File: src/rtl/renode_apb3_multi_requester.sv
// APB3 requester bridging one Renode request/response channel to NumSubordinates APB3
// subordinates, with region decode, a bounded wait-state timeout and a held response.
//
// state  | meaning
// IDLE   | req_ready high, waiting for a request
// SETUP  | psel of the decoded subordinate high, penable low
// ACCESS | psel and penable high, waiting for pready or timeout
// RESP   | response presented until resp_ready
module renode_apb3_multi_requester #(
  parameter int AddressWidth        = 20,
  parameter int DataWidth           = 32,
  parameter int NumSubordinates     = 4,
  parameter int SubordinateAddrBits = 16,
  parameter int TimeoutCycles       = 1024
) (
  input  logic                                 pclk_i,
  input  logic                                 presetn_i,
  input  logic                                 req_valid_i,
  output logic                                 req_ready_o,
  input  logic                                 req_write_i,
  input  logic [AddressWidth-1:0]              req_addr_i,
  input  logic [DataWidth-1:0]                 req_wdata_i,
  output logic                                 resp_valid_o,
  input  logic                                 resp_ready_i,
  output logic [DataWidth-1:0]                 resp_rdata_o,
  output logic                                 resp_error_o,
  output logic                                 resp_timeout_o,
  output logic [AddressWidth-1:0]              paddr_o,
  output logic [NumSubordinates-1:0]           psel_o,
  output logic                                 penable_o,
  output logic                                 pwrite_o,
  output logic [DataWidth-1:0]                 pwdata_o,
  input  logic [NumSubordinates*DataWidth-1:0] prdata_i,
  input  logic [NumSubordinates-1:0]           pready_i,
  input  logic [NumSubordinates-1:0]           pslverr_i
);

  localparam int UpW  = AddressWidth - SubordinateAddrBits;
  // Region index zero-extended so it can be compared against any NumSubordinates up to 16.
  localparam int ExtW = UpW + 5;
  localparam int IdxW = (NumSubordinates > 1) ? $clog2(NumSubordinates) : 1;
  localparam int CntW = (TimeoutCycles > 0) ? $clog2(TimeoutCycles + 1) : 1;
  localparam logic [CntW-1:0] TimeoutVal = CntW'(TimeoutCycles);

  localparam logic [1:0] StIdle   = 2'd0;
  localparam logic [1:0] StSetup  = 2'd1;
  localparam logic [1:0] StAccess = 2'd2;
  localparam logic [1:0] StResp   = 2'd3;

  if (!(DataWidth == 8 || DataWidth == 16 || DataWidth == 24 || DataWidth == 32)) begin : g_bad_data_width
    $error("DataWidth must be 8, 16, 24 or 32");
  end
  if (SubordinateAddrBits >= AddressWidth) begin : g_bad_region_bits
    $error("SubordinateAddrBits must be smaller than AddressWidth");
  end
  if (NumSubordinates < 1 || NumSubordinates > 16) begin : g_bad_num_subordinates
    $error("NumSubordinates must be in 1..16");
  end

  logic [1:0]                 state_q, state_d;
  logic [IdxW-1:0]            idx_q, idx_d;
  logic [CntW-1:0]            wait_cnt_q, wait_cnt_d;
  logic                       req_ready_q, req_ready_d;
  logic                       resp_valid_q, resp_valid_d;
  logic [DataWidth-1:0]       resp_rdata_q, resp_rdata_d;
  logic                       resp_error_q, resp_error_d;
  logic                       resp_timeout_q, resp_timeout_d;
  logic [AddressWidth-1:0]    paddr_q, paddr_d;
  logic [NumSubordinates-1:0] psel_q, psel_d;
  logic                       penable_q, penable_d;
  logic                       pwrite_q, pwrite_d;
  logic [DataWidth-1:0]       pwdata_q, pwdata_d;

  logic [ExtW-1:0]            req_idx_ext;
  logic [NumSubordinates-1:0] req_onehot;
  logic                       decode_err;
  logic                       accept;
  logic                       sel_ready;
  logic                       sel_err;
  logic [DataWidth-1:0]       sel_rdata;

  assign req_idx_ext = ExtW'(req_addr_i[AddressWidth-1:SubordinateAddrBits]);
  assign decode_err  = (req_idx_ext >= ExtW'(NumSubordinates));
  assign accept      = req_valid_i && req_ready_q;
  assign sel_ready   = pready_i[idx_q];
  assign sel_err     = pslverr_i[idx_q];
  assign sel_rdata   = prdata_i[int'(idx_q)*DataWidth +: DataWidth];

  always_comb begin
    req_onehot = '0;
    for (int i = 0; i < NumSubordinates; i++) begin
      req_onehot[i] = (req_idx_ext == ExtW'(i));
    end
  end

  always_comb begin
    state_d        = state_q;
    idx_d          = idx_q;
    wait_cnt_d     = wait_cnt_q;
    req_ready_d    = req_ready_q;
    resp_valid_d   = resp_valid_q;
    resp_rdata_d   = resp_rdata_q;
    resp_error_d   = resp_error_q;
    resp_timeout_d = resp_timeout_q;
    paddr_d        = paddr_q;
    psel_d         = psel_q;
    penable_d      = penable_q;
    pwrite_d       = pwrite_q;
    pwdata_d       = pwdata_q;

    case (state_q)
      StIdle: begin
        req_ready_d = 1'b1;
        if (accept) begin
          req_ready_d    = 1'b0;
          paddr_d        = req_addr_i;
          pwrite_d       = req_write_i;
          pwdata_d       = req_wdata_i;
          idx_d          = req_idx_ext[IdxW-1:0];
          resp_rdata_d   = '0;
          resp_timeout_d = 1'b0;
          if (decode_err) begin
            state_d      = StResp;
            resp_valid_d = 1'b1;
            resp_error_d = 1'b1;
          end else begin
            state_d      = StSetup;
            psel_d       = req_onehot;
            wait_cnt_d   = '0;
            resp_error_d = 1'b0;
          end
        end
      end
      StSetup: begin
        state_d   = StAccess;
        penable_d = 1'b1;
      end
      StAccess: begin
        if (sel_ready) begin
          state_d      = StResp;
          psel_d       = '0;
          penable_d    = 1'b0;
          resp_valid_d = 1'b1;
          resp_error_d = sel_err;
          resp_rdata_d = (!pwrite_q && !sel_err) ? sel_rdata : '0;
        end else begin
          wait_cnt_d = wait_cnt_q + 1'b1;
          if (TimeoutCycles != 0 && wait_cnt_d == TimeoutVal) begin
            state_d        = StResp;
            psel_d         = '0;
            penable_d      = 1'b0;
            resp_valid_d   = 1'b1;
            resp_error_d   = 1'b1;
            resp_timeout_d = 1'b1;
            resp_rdata_d   = '0;
          end
        end
      end
      StResp: begin
        if (resp_ready_i) begin
          state_d        = StIdle;
          req_ready_d    = 1'b1;
          resp_valid_d   = 1'b0;
          resp_error_d   = 1'b0;
          resp_timeout_d = 1'b0;
          resp_rdata_d   = '0;
        end
      end
      default: state_d = StIdle;
    endcase
  end

  always_ff @(posedge pclk_i) begin
    if (!presetn_i) begin
      state_q        <= StIdle;
      idx_q          <= '0;
      wait_cnt_q     <= '0;
      req_ready_q    <= 1'b0;
      resp_valid_q   <= 1'b0;
      resp_rdata_q   <= '0;
      resp_error_q   <= 1'b0;
      resp_timeout_q <= 1'b0;
      paddr_q        <= '0;
      psel_q         <= '0;
      penable_q      <= 1'b0;
      pwrite_q       <= 1'b0;
      pwdata_q       <= '0;
    end else begin
      state_q        <= state_d;
      idx_q          <= idx_d;
      wait_cnt_q     <= wait_cnt_d;
      req_ready_q    <= req_ready_d;
      resp_valid_q   <= resp_valid_d;
      resp_rdata_q   <= resp_rdata_d;
      resp_error_q   <= resp_error_d;
      resp_timeout_q <= resp_timeout_d;
      paddr_q        <= paddr_d;
      psel_q         <= psel_d;
      penable_q      <= penable_d;
      pwrite_q       <= pwrite_d;
      pwdata_q       <= pwdata_d;
    end
  end

  assign req_ready_o    = req_ready_q;
  assign resp_valid_o   = resp_valid_q;
  assign resp_rdata_o   = resp_rdata_q;
  assign resp_error_o   = resp_error_q;
  assign resp_timeout_o = resp_timeout_q;
  assign paddr_o        = paddr_q;
  assign psel_o         = psel_q;
  assign penable_o      = penable_q;
  assign pwrite_o       = pwrite_q;
  assign pwdata_o       = pwdata_q;

endmodule

File: config.mk
export PLATFORM = sky130hd
export DESIGN_NAME = renode_apb3_multi_requester
export DESIGN_NICKNAME = d
export VERILOG_FILES = /design/src/rtl/renode_apb3_multi_requester.sv
export SDC_FILE = /design/constraint.sdc
export NUM_CORES = 1
export LEC_CHECK = 0
export BUFFER_PORTS_ARGS = -buffer_cell sky130_fd_sc_hd__buf_2
export CAP_MARGIN = 20
export CORE_MARGIN = 1.5
export CORE_UTILIZATION = 45
export CTS_CLUSTER_SIZE = 20
export DETAILED_ROUTE_END_ITERATION = 12
export GPL_TIMING_DRIVEN = 0
export HOLD_SLACK_MARGIN = 0.03
export PLACE_DENSITY = 0.8
export SYNTH_ARGS = -nofsm -noshare
export SYNTH_HDL_FRONTEND = slang
export SYNTH_SLANG_ARGS = --single-unit
File: constraint.sdc
create_clock -name pclk_i -period 4.7 [get_ports pclk_i]
set_input_delay 0.235 -clock pclk_i [delete_from_list [all_inputs] [get_ports pclk_i]]
set_output_delay 0.235 -clock pclk_i [all_outputs]
set_load 0.01 [all_outputs]
==> run summary, run 1 <==
Result of the run - complete, no violations
CP most frequent cell - buf_2
Worst-path cell chain - ha_1, buf_2, nand3_2, a211o_1, a222oi_1, a31oi_2, buf_2, mux2i_1
Vias in the first global route - 5268
DR vias/cell - 5.255
Endpoint class of the critical path - flip-flop
Switch share - 34.74%
Global Route Usage Sum - 25.00%
PortBufs - 286
Reg2reg path depth - 8
Slew Limit Fails - 0
CTS tree - done
1st-pass router iterations - 4
Hold Fails Final Rpt - 0
Antenna violations before repair - 1
Setup TNS - 0 ns
Max Clk Rate - 310.0 MHz
# nets final - 1081
Lkg Pwr - 0.003320 µW
Inst Count DP - 1014
Syn Area/Cell - 9.263 µm²
Max-Cap Viols - 0
Antenna-violating nets left - 0
Comb pwr share - 36.8%
Worst vdd ir - 287.9 µV
Number of post-CTS setup repair buffers - 0
HP Class - input pin to flip-flop
Setup CP Type - flip-flop to flip-flop
Final clock period utilization by the worst path - 68.64%
Yosys cell types - 45
Largest net degree at the start of global routing - 18
Min Hold Slack - 0.1319 ns
Row cnt - 39
Drt drc - 0
Sequential area share after synthesis - 39.53%
Final setup violation count - 0
Clk root buf - clkbuf_16
P_sw - 961.5 µW
Die area - 12710 µm²
Commonest cells after routing, fill and taps aside - buf_2 (293), nand2_1 (190), dfxtp_1 (107), a21boi_0 (62), mux2i_1 (40)
Flops & latches, synth - 107
Post-Syn Nets - 784
Buf/Inv on CP - 2
Clock transition at path regs - 0.07 ns
Crit-path slowest cell - a222oi_1
Clk sinks - 107
Crit path arrival time - 3.44 ns
Commonest non-fill, non-tap cell in the layout - buf_2
Max-slew headroom - 35.38%
Mapped Area - 5419 µm²
CP top delay family - compound AO/OA/AOI/OAI gates
Worst Path Max Fanout - 10
Core Box Area - 11560 µm²
Clock group share of total power - 25.4%
Die width - 112.7 µm
Overflow after GRT - 0
Post-Route WL - 15830 µm
CTS Buf Count - 9
Area delta synth->final - 34.75%
Slowest stage delay, CP - 0.86 ns
Fin cells - 1031
Syn. warnings - 0
Post-Syn Instances - 585
Design Area, Final - 7302 µm²
Most used DFF post-synth - dfxtp_1
Clock buffer depth - 2
Dpl hpwl - 12720 µm
Layout cells sized above 1 - 39.12%
Unrepaired setup endpoints after global routing - no
H-Tree Depth - 3
WL per Instance - 15.35 µm
Post-synth EDFFs - 0
Critical Path Stages - 8
Reg power frac - 37.8%
Clock latency at the later pin of the worst-skew pair - 0.34 ns
Initial DRC Count - 239
First-pass GRT wire length - 25240 µm
Async set or reset register ratio after synthesis - 0%
Total power per unit cell area - 379.1 nW/µm²
CTS Hold Bufs - 0
Worst-Margin Slew - 0.9693 ns
Ports - 287
Height of the die - 112.7 µm
Post-cts resize count - 0
Final Util - 63.14%
Starting Density - 46.86%
Worst Skew - 0.01230 ns
Hold Path Cell Cnt - 3
Vias post-DR - 5418
Internal power - 1806 µW
Cell Area, Placed - 7029 µm²
Startpoint types - flip-flop
Final GP Congestion - 0.8770
Post-layout minimum cycle time - 3.226 ns
Worst endpoint required time - 4.91 ns
Fillers - 1039
==> registers in the layout (all words and copies together), names as in the netlist <==
signal / count
idx_q: 1
resp_valid_o: 1
pwrite_o: 1
psel_o: 4
resp_rdata_o: 32
penable_o: 1
state_q: 2
pwdata_o: 32
wait_cnt_q: 11
resp_error_o: 1
resp_timeout_o: 1
paddr_o: 19
req_ready_o: 1
==> Yosys cell counts (4+ instances only) <==
cell type	n	area (µm²)
nand2_1	190	713.2
dfxtp_1	107	2142
a21boi_0	62	465.5
mux2i_1	40	400.4
mux4_2	34	765.7
clkbuf_1	33	123.9
nor2_1	8	30.03
o21a_1	8	60.06
buf_2	7	35.03
nand3b_1	7	52.55
nor3_1	7	35.03
ha_1	6	75.07
nand4_1	6	37.54
nor2b_1	6	37.54
o21ai_0	5	25.02
a211o_1	4	35.03
a31oi_1	4	25.02
inv_1	4	15.01
==> metal layers <==
| metal | up-vias | track usage [%] | part of all wire (%) | routed length (µm) |
|---|---|---|---|---|
| met5 | - | 0 | 0 | 0 |
| met4 | 0 | 13.59 | 4.4 | 689 |
| met3 | 49 | 4.285 | 5.2 | 817 |
| met2 | 208 | 45.28 | 52 | 8153 |
| met1 | 2514 | 27.99 | 39 | 6167 |
| li1 | 2647 | - | - | - |
==> final cells by class <==
cell class                      instances  area, µm²  share of cell area (%)
Sequential cell                       107       2142                   29.34
Clock buffer                           12      236.5                   3.239
Multi-Input combinational cell        430       3087                   42.27
Tap cell                              143      178.9                   2.450
Inverter                                4      15.01                  0.2056
Timing Repair Buffer                  286       1431                   19.60
Antenna cell                            1      2.502                 0.03427
Clock inverter                          4      33.78                  0.4626
Buffer                                 44      175.2                   2.399
==> per-stage QoR <==
| step | total power, µW | setup WS (ns) |
|---|---|---|
| floorplan | 1757 | 2.153 |
| global placement | 2072 | 1.547 |
| detailed placement | 2087 | 1.518 |
| CTS | 2792 | 1.489 |
| global route | 2941 | 1.182 |
| finish | 2768 | 1.474 |
==> power by group through the flow <==
stage                     Combinational, µW  Clock [µW]  Sequential, µW
after CTS                              1030         719            1050
final                                  1020         704            1050
after global placement                 1010           0            1070
after floorplan                         654           0            1100
after detailed placement               1020           0            1070
after global routing                   1130         753            1060
==> path summary, 6_finish.rpt <==
| kind | start | end | slack (ns) |
|---|---|---|---|
| setup / recovery | wait_cnt_q[0] | resp_error_o | 1.47 |
| hold / removal | req_wdata_i[2] | pwdata_o[2] | 0.13 |
| setup reg to reg | wait_cnt_q[0] | resp_error_o | 1.47 |
| hold reg to reg | resp_rdata_o[19] | resp_rdata_o[19] | 0.46 |
==> cell families (layout without fill, tap and decap cells) <==
group / after synthesis / in the layout / share of synthesized area, %
DFF: 107 / 107 / 39.53
adders and majority gates: 6 / 6 / 1.385
buffers and inverters: 48 / 350 / 3.509
muxes: 74 / 74 / 21.52
other: 0 / 1 / 0
and+or+nand+nor: 245 / 245 / 19.40
xor gates and xnor gates: 2 / 2 / 0.3233
AOI/OAI and AO/OA: 103 / 103 / 14.34
==> worst reg2reg max path: stages, from the launching register on <==
cell      delay [ns]
dfxtp_1         0.45
ha_1            0.18
buf_2           0.18
nand3_2         0.14
a211o_1         0.30
a222oi_1        0.86
a31oi_2         0.46
buf_2           0.37
mux2i_1         0.15
(Power assumes the default switching activity.)
==> inputs of run 2 (changes only) <==
==> constraint.sdc (replaced) <==
create_clock -name pclk_i -period 3.2 [get_ports pclk_i]
set_input_delay 0.16 -clock pclk_i [delete_from_list [all_inputs] [get_ports pclk_i]]
set_output_delay 0.16 -clock pclk_i [all_outputs]
set_load 0.01 [all_outputs]
==> run 2 against run 1 <==
Total power rose by 47%. Sequential power rose by 47%. Fmax rose by 9.1%. Die area did not move. Non-clock buffer count rose by 2. Core utilization rose by 0.13 points. Global-route usage did not move. Via count barely moved. Largest cell class unchanged.
==> run summary, run 2 (same netlist as run 1, synthesis figures left out) <==
Result of the run - complete, no violations
GRT busiest layer - met2
DR vias/cell - 5.248 (-0.14%)
H-Tree Depth - 3 (unchanged)
Setup CP Type - flip-flop to flip-flop
Post-cts resize count - 0 (unchanged)
Commonest cells after routing, fill and taps aside - buf_2 (293), nand2_1 (190), dfxtp_1 (107), a21boi_0 (62), mux2i_1 (40)
Startpoint types - flip-flop
Initial DRC Count - 242 (+1.3%)
Antenna violations before repair - 1 (unchanged)
Dpl hpwl - 12720 µm (unchanged)
Clock transition at path regs - 0.07 ns (about the same)
CTS tree - done
Height of the die - 112.7 µm (unchanged)
Design Area, Final - 7317 µm² (+0.21%)
HP Class - input pin to flip-flop
Clock latency at the later pin of the worst-skew pair - 0.34 ns (about the same)
Fin cells - 1033 (+0.19%)
Max Clk Rate - 338.1 MHz (+9.1%)
Max-Cap Viols - 0 (unchanged)
Crit path arrival time - 3.22 ns (-0.22 ns)
First-pass GRT wire length - 25240 µm (unchanged)
Overflow after GRT - 0 (unchanged)
Setup TNS - 0 ns (unchanged)
Area delta synth->final - 35.03%
Drt drc - 0 (unchanged)
Die area - 12710 µm² (unchanged)
Commonest non-fill, non-tap cell in the layout - buf_2
Endpoint class of the critical path - flip-flop
Unrepaired setup endpoints after global routing - no
Global-route met2 utilization - 45.28% (unchanged)
Slew Limit Fails - 0 (unchanged)
CTS Hold Bufs - 0 (unchanged)
Lkg Pwr - 0.003330 µW (+0.33%)
Clk root buf - clkbuf_16
Max-slew headroom - 48.21% (+13 points)
Total Power - 4065 µW (+47%)
Hold Fails Final Rpt - 0 (unchanged)
Met1 Use GR - 27.99% (unchanged)
Final setup violation count - 0 (unchanged)
Final GP Congestion - 0.8770 (unchanged)
Vias in the first global route - 5268 (unchanged)
Die width - 112.7 µm (unchanged)
1st-pass router iterations - 4 (unchanged)
Worst vdd ir - 422.2 µV (+47%)
CTS Buf Count - 9 (unchanged)
Final clock period utilization by the worst path - 92.43% (+24 points)
Post-Route WL - 15920 µm (+0.56%)
WL per Instance - 15.41 µm (+0.36%)
Worst Skew - 0.01285 ns (+0.0005467 ns)
Worst-Margin Slew - 0.7732 ns (-0.1961 ns)
Antenna-violating nets left - 0 (unchanged)
Worst Path Max Fanout - 10 (unchanged)
Post-layout minimum cycle time - 2.958 ns (-0.2686 ns)
Largest net degree at the start of global routing - 18 (unchanged)
Clk sinks - 107 (unchanged)
Clock buffer depth - 2 (unchanged)
Row cnt - 39 (unchanged)
Met3 Usage GRT - 4.285% (unchanged)
Starting Density - 46.86% (unchanged)
Total power per unit cell area - 555.6 nW/µm² (+47%)
Worst endpoint required time - 3.47 ns (-1.44 ns)
Cell Area, Placed - 7029 µm² (unchanged)
Inst Count DP - 1014 (unchanged)
Global Route Usage Sum - 25.00% (unchanged)
PortBufs - 286 (unchanged)
Ports - 287 (unchanged)
Core Box Area - 11560 µm² (unchanged)
Vias post-DR - 5421 (+0.055%)
Layout cells sized above 1 - 39.26% (+0.14 points)
# nets final - 1083 (+0.19%)
==> run 2: path summary, 6_finish.rpt <==
kind | from | slack, ns | end | cells after the start
min | req_wdata_i[16] | 0.06 | pwdata_o[16] | 3
max | paddr_o[17] | 0.24 | resp_rdata_o[23] | 7
min reg2reg | resp_rdata_o[19] | 0.46 | resp_rdata_o[19] | 2
max reg2reg | paddr_o[17] | 0.24 | resp_rdata_o[23] | 7
==> run 2: final cells by class <==
cell class	count	area (µm²)
Sequential cell	107	2142
Clock inverter	4	33.78
Multi-Input combinational cell	430	3087
Fill cell	1037	4248
Antenna cell	1	2.502
Clock buffer	12	236.5
Timing Repair Buffer	288	1446
Inverter	4	15.01
Buffer	44	175.2
Tap cell	143	178.9
==> run 2: routing by layer <==
metal  up-vias  share of wire (%)
met1      2517                 39
met3        46                4.9
met5         -                  0
li1       2658                  -
met4         0                4.2
met2       200                 52
==> run 2: what timing repair did <==
action | in CTS | in global routing
endpoints found under the setup margin | 7 | 34
pin swaps | 1 | 1
buffers inserted | 0 | 2
hold endpoints to repair | 0 | 0
==> run 2: through the flow <==
| step | hold slack, ns | setup WS [ns] | util (%) |
|---|---|---|---|
| 2_1_floorplan | 0.2988 | 0.6533 | - |
| 3_3_place_gp | 0.4113 | 0.04679 | 60.78 |
| 3_5_place_dp | 0.4188 | 0.01808 | 60.78 |
| 4_1_cts | 0.05491 | 0.0004348 | 63.12 |
| 5_1_grt | 0.06093 | 0.03318 | 63.27 |
| 6_report | 0.05757 | 0.2424 | 63.27 |
==> run 2: where the power goes <==
| part | switching, µW | internal, µW | leakage (µW) |
|---|---|---|---|
| registers | 72.8 | 1460 | 0.000867 |
| clock network | 496 | 537 | 0.000128 |
| logic | 843 | 652 | 0.00234 |
| total | 1410 | 2650 | 0.00333 |
==> run 2: worst max-delay path, stage by stage (launching register included) <==
cell     delay, ns
dfxtp_1       0.35
buf_1         0.44
mux4_2        0.48
nor2b_1       0.37
nor3_1        0.11
a31oi_2       0.48
buf_2         0.40
mux2i_1       0.24
